**config.mk**
```make
export PLATFORM = sky130hd
export DESIGN_NAME = mem_stage
export DESIGN_NICKNAME = d
export VERILOG_FILES = /design/src/rtl/mem_stage_pkg.sv /design/src/rtl/mem_stage_load_ext.sv /design/src/rtl/mem_stage.sv
export SDC_FILE = /design/constraint.sdc
export NUM_CORES = 1
export LEC_CHECK = 0
export BUFFER_PORTS_ARGS = -buffer_cell sky130_fd_sc_hd__buf_4
export CAP_MARGIN = 20
export CORE_AREA = 2 2 124 126
export CTS_CLUSTER_SIZE = 25
export DETAILED_ROUTE_END_ITERATION = 8
export DIE_AREA = 0 0 126 128
export SYNTH_ARGS = -nofsm -noshare
export SYNTH_HDL_FRONTEND = slang
export SYNTH_SLANG_ARGS = --single-unit
```
**constraint.sdc**
```tcl
create_clock -name clk -period 4.42 [get_ports clk]
set_input_delay 0.884 -clock clk [delete_from_list [all_inputs] [get_ports clk]]
set_output_delay 0.884 -clock clk [all_outputs]
set_load 0.05 [all_outputs]
```
**src/rtl/mem_stage_pkg.sv**
```systemverilog
// mem_stage_pkg: shared encodings and FSM state type for the memory stage.
package mem_stage_pkg;

    localparam logic [2:0] F3_B  = 3'b000;
    localparam logic [2:0] F3_H  = 3'b001;
    localparam logic [2:0] F3_W  = 3'b010;
    localparam logic [2:0] F3_BU = 3'b100;
    localparam logic [2:0] F3_HU = 3'b101;

    localparam logic [1:0] RS_ALU  = 2'b00;
    localparam logic [1:0] RS_LOAD = 2'b01;
    localparam logic [1:0] RS_PC4  = 2'b10;

    typedef enum logic {IDLE, BUSY} state_t;

endpackage

```
**src/rtl/mem_stage_load_ext.sv**
```systemverilog
// load_ext: selects the addressed byte/halfword lane of a read word and extends it.
module load_ext
    import mem_stage_pkg::*;
(
    input  logic [31:0] rdata_i,
    input  logic [1:0]  addr_i,
    input  logic [2:0]  funct3_i,
    output logic [31:0] data_o
);

    logic [7:0]  b;
    logic [15:0] h;

    always_comb begin
        b = rdata_i[{addr_i, 3'b000} +: 8];
        h = rdata_i[{addr_i[1], 4'b0000} +: 16];
        data_o = funct3_i == F3_B  ? {{24{b[7]}}, b}  :
                 funct3_i == F3_H  ? {{16{h[15]}}, h} :
                 funct3_i == F3_BU ? {24'b0, b}       :
                 funct3_i == F3_HU ? {16'b0, h}       : rdata_i;
    end

endmodule

```
**src/rtl/mem_stage.sv**
```systemverilog
// mem_stage: pipeline MEM stage with a blocking data-bus handshake, alignment
// checking, ack timeout and the M->W pipeline register.
module mem_stage
    import mem_stage_pkg::*;
#(
    parameter int ACK_TIMEOUT = 15
) (
    input  logic        clk,
    input  logic        reset,
    input  logic [31:0] ALUResultM,
    input  logic [31:0] WriteDataM,
    input  logic [31:0] PCPlus4M,
    input  logic [4:0]  RdM,
    input  logic        RegWriteM,
    input  logic        MemWriteM,
    input  logic [1:0]  ResultSrcM,
    input  logic [2:0]  Funct3M,
    output logic        dmem_req,
    output logic        dmem_we,
    output logic [31:0] dmem_addr,
    output logic [31:0] dmem_wdata,
    output logic [3:0]  dmem_be,
    input  logic        dmem_ack,
    input  logic [31:0] dmem_rdata,
    output logic        StallM,
    output logic [31:0] ALUResultW,
    output logic [31:0] ReadDataW,
    output logic [31:0] PCPlus4W,
    output logic [1:0]  ResultSrcW,
    output logic [4:0]  RdW,
    output logic        RegWriteW,
    output logic        MemFaultW
);

    localparam logic [7:0] TMO = 8'(ACK_TIMEOUT);

    state_t      state_q, state_d;
    logic [7:0]  cnt_q, cnt_d;
    logic        kill_q;
    logic        is_load, is_mem, misal, tmo, done, bubble, wfault;
    logic [1:0]  sz;
    logic [31:0] ext;

    load_ext u_ext (
        .rdata_i (dmem_rdata),
        .addr_i  (ALUResultM[1:0]),
        .funct3_i(Funct3M),
        .data_o  (ext)
    );

    // kill_q marks the cycle after a timeout: the aborted op is still held on
    // the M inputs and must be dropped rather than reissued.
    always_comb begin
        sz = Funct3M[1:0];
        is_load = ResultSrcM == RS_LOAD;
        is_mem = is_load | MemWriteM;
        misal = (sz == F3_H[1:0] & ALUResultM[0]) | (sz == F3_W[1:0] & |ALUResultM[1:0]);
        dmem_req = ~reset & ~kill_q & is_mem & ~misal;
        dmem_we = dmem_req & MemWriteM;
        dmem_addr = {ALUResultM[31:2], 2'b00};
        dmem_be = (~MemWriteM | sz == F3_W[1:0]) ? 4'b1111 :
                  sz == F3_H[1:0] ? 4'b0011 << ALUResultM[1:0] : 4'b0001 << ALUResultM[1:0];
        dmem_wdata = sz == F3_W[1:0] ? WriteDataM :
                     sz == F3_H[1:0] ? {2{WriteDataM[15:0]}} : {4{WriteDataM[7:0]}};
        StallM = dmem_req & ~dmem_ack;
        done = dmem_req & dmem_ack;
        tmo = (state_q == BUSY) & StallM & (cnt_q == TMO);
        wfault = (is_mem & misal & ~kill_q) | tmo;
        bubble = (StallM & ~tmo) | kill_q;
        state_d = (StallM & ~tmo) ? BUSY : IDLE;
        cnt_d = state_d == BUSY ? cnt_q + 8'd1 : 8'd0;
    end

    always_ff @(posedge clk or posedge reset) begin
        if (reset) begin
            state_q    <= IDLE;
            cnt_q      <= 8'd0;
            kill_q     <= 1'b0;
            ALUResultW <= '0;
            ReadDataW  <= '0;
            PCPlus4W   <= '0;
            ResultSrcW <= '0;
            RdW        <= '0;
            RegWriteW  <= 1'b0;
            MemFaultW  <= 1'b0;
        end else begin
            state_q    <= state_d;
            cnt_q      <= cnt_d;
            kill_q     <= tmo;
            ALUResultW <= ALUResultM;
            ReadDataW  <= (done & is_load) ? ext : '0;
            PCPlus4W   <= PCPlus4M;
            ResultSrcW <= ResultSrcM;
            RdW        <= RdM;
            RegWriteW  <= RegWriteM & ~bubble & ~wfault;
            MemFaultW  <= wfault;
        end
    end

endmodule

```
==> impl_metrics.json <==
{
  "die_w_microns": 126,
  "worst_clock_skew_ns": 0.00525,
  "ios": 319,
  "synth_area_per_cell_sq_um": 11.7,
  "netlist_top_cells_area": "dfrtp_1, buf_4, mux2i_1",
  "numCtsBuffers": 17,
  "grt_usage_pct": 18.3,
  "worstMarginPinSlew_ns": 0.683,
  "wl_met1_microns": 5560,
  "drv_slew": 0,
  "avgRoutedWirePerCell_microns": 17.3,
  "finalPower_w": 0.00313,
  "ys_seq_area_share_pct": 60.0,
  "clock-sinks": 115,
  "post_cts_buffers": 0,
  "synth_top_area_share_pct": 60.0,
  "ant_nets": 0,
  "area_growth_pct": 58.3,
  "grt_start_max_net_pins": 61,
  "clock_latency_ns": 0.40,
  "antenna_found_initial": 0,
  "routed-via-count": 4136,
  "min_period_ns": 3.39,
  "grt_pass1_vias": 4098,
  "cts_root_buf": "clkbuf_16",
  "fillers": 1362,
  "cap_viol_max_count": 0,
  "io_buffers": 316,
  "start_util_pct": 32.3,
  "path_cells": "buf_4 > xor2_1 > buf_4 > a21boi_2 > nand2_1 > nor3_1 > buf_4",
  "hold_viol": 0,
  "slew_headroom_pct": 54.5,
  "place_area_sq_mm": 0.00699,
  "cp.required_ns": 3.54,
  "antennaDiodeCount": 0,
  "drive_gt1_share_pct": 53.5,
  "clock_path_buffers": 2,
  "routed_wl_microns": 15300,
  "setup_tns_ns": 0,
  "critPathLaunchType": "primary input",
  "hpwl_microns": 11900,
  "rsz0062_at_grt": "false",
  "final_nets": 830,
  "max_clock_freq_ghz": 0.295,
  "leakagePower_nw": 3.87,
  "setup_violations": 0,
  "hold_path.class": "reg -> reg",
  "fp.coreArea_sq_mm": 0.0149,
  "synth.distinct_cells": 43,
  "ys_ff_latch": 115,
  "p_per_area_mw_per_mm2": 413,
  "min_period_over_period_pct": 76.8,
  "highest_layer": "met4",
  "end_kind": "output port",
  "synth_enable_flop_cells": 0,
  "post-place-ws_ns": 1.04,
  "ctsResizeCount": 0,
  "fin_ws_ns": 1.03,
  "slowest_stage": "buf_4",
  "clk_pin_slew_ns": 0.05,
  "status": "finished, final reports clean",
  "crit_fanout": 57,
  "die_y_microns": 128,
  "slowest_delay_ns": 0.48,
  "fp-row-count": 45,
  "first_iter_violations": 163,
  "via_per_inst": 4.66,
  "final_util_pct": 51.1,
  "yosys_warnings": 0,
  "grt-ovfl-total": 0,
  "synthCells": 410,
  "yosysTopAreaCell": "dfrtp_1",
  "cts_hold_buf": 0,
  "worstSetupPathType": "in -> out",
  "cp_common_cell": "buf_4",
  "cts_max_level": 4,
  "irDropWorstVdd_mv": 0.232,
  "wl_met3_microns": 1070,
  "synth-main-ff-cell": "dfrtp_1",
  "synthArstFlopShare_pct": 100,
  "crit_arrival_ns": 2.51,
  "layout_commonest_cell": "buf_4",
  "gp_congestion": 0.870,
  "grt_pass1_wl_microns": 22800,
  "dr.pass1.iters": 6,
  "dieArea_sq_mm": 0.0161,
  "drc": 0,
  "route.met2.wl_microns": 8420,
  "cts_tree": "built",
  "post-route-cell-area_sq_mm": 0.00759,
  "synth_area_sq_mm": 0.00479,
  "layout_common_cells": "buf_4, dfrtp_1, nand2_1"
}
[cell type report]
class / instances / area, sq um / area share [%]
sequential: 115 / 2880 / 37.9
timing repair buffer: 320 / 2420 / 31.9
multi-input combinational: 225 / 1450 / 19.1
clock buffer: 19 / 443 / 5.84
tap: 188 / 235 / 3.10
clock inverter: 13 / 134 / 1.76
inverter: 7 / 28.8 / 0.379
[stage by stage]
stage	std cells	hold WS, ns
2_1_floorplan	411	0.433
3_3_place_gp	853	0.445
3_5_place_dp	853	0.458
4_1_cts	885	0.465
5_1_grt	887	0.482
6_report	887	0.457
[worst max-delay path, delay by kind of cell]
kind | cells | cell delay, ns
xor+xnor | 1 | 0.13
compound gates | 1 | 0.25
simple gates | 2 | 0.32
buf+inv | 3 | 0.91
[state kept, by name, indices dropped and copies added, names as in the netlist]
name / count
ALUResultW: 32
MemFaultW: 1
PCPlus4W: 32
RdW: 5
ReadDataW: 32
RegWriteW: 1
ResultSrcW: 2
cnt_q: 8
kill_q: 1
state_q: 1
[kinds of logic after synthesis]
family / count (synthesis) / share of synthesized area, %
muxes: 26 / 5.64
xor gates and xnor gates: 8 / 1.62
and+or+nand+nor: 102 / 9.81
AOI/OAI and AO/OA: 86 / 12.8
buffers and inverters: 71 / 9.76
other: 1 / 0.0782
DFF: 115 / 60.0
adders and majority gates: 1 / 0.261
[final timing paths]
| path | from | slack [ns] | depth (start not counted) | end |
|---|---|---|---|---|
| setup / recovery | Funct3M[1] | 1.03 | 7 | dmem_we |
| hold / removal | cnt_q[0]$_DFF_PP0_ | 0.46 | 1 | cnt_q[0]$_DFF_PP0_ |
| setup reg to reg | kill_q$_DFF_PP0_ | 2.67 | 5 | ReadDataW[23]$_DFF_PP0_ |
| hold reg to reg | cnt_q[0]$_DFF_PP0_ | 0.46 | 1 | cnt_q[0]$_DFF_PP0_ |
| max in group asynchronous | reset | 3.03 | 3 | ALUResultW[14]$_DFF_PP0_ |
| min in group asynchronous | reset | 0.63 | 2 | ResultSrcW[1]$_DFF_PP0_ |
[power by group]
group / switching, W / internal, W
registers: 0.0000119 / 0.00109
clock network: 0.000473 / 0.000842
logic: 0.000475 / 0.000237
total: 0.000960 / 0.00217
[synthesized netlist by cell type, types with 2 or more instances]
cell type    n
o21a_1       8
nor3_1       3
o221a_2      7
nor4_1       2
a21oi_1     29
clkbuf_1     8
nor2_1      27
a211oi_1     8
mux2_2       8
nand2b_1     3
xor2_1       3
nand2_1     46
o22ai_1     15
nand3_1      3
xnor2_1      4
buf_2        8
and3_1       2
nor2b_1     10
mux2i_1     18
a221oi_1     7
dfrtp_1    115
inv_1        6
buf_6        4
buf_4       43
o21ai_0      5
[metal layers]
layer,global-route usage (%),vias up
met2,34.4,220
met3,4.76,20
li1,-,1923
met5,0,-
met4,6.66,0
met1,19.7,1973
No activity file was read; power rests on OpenSTA's default activity.
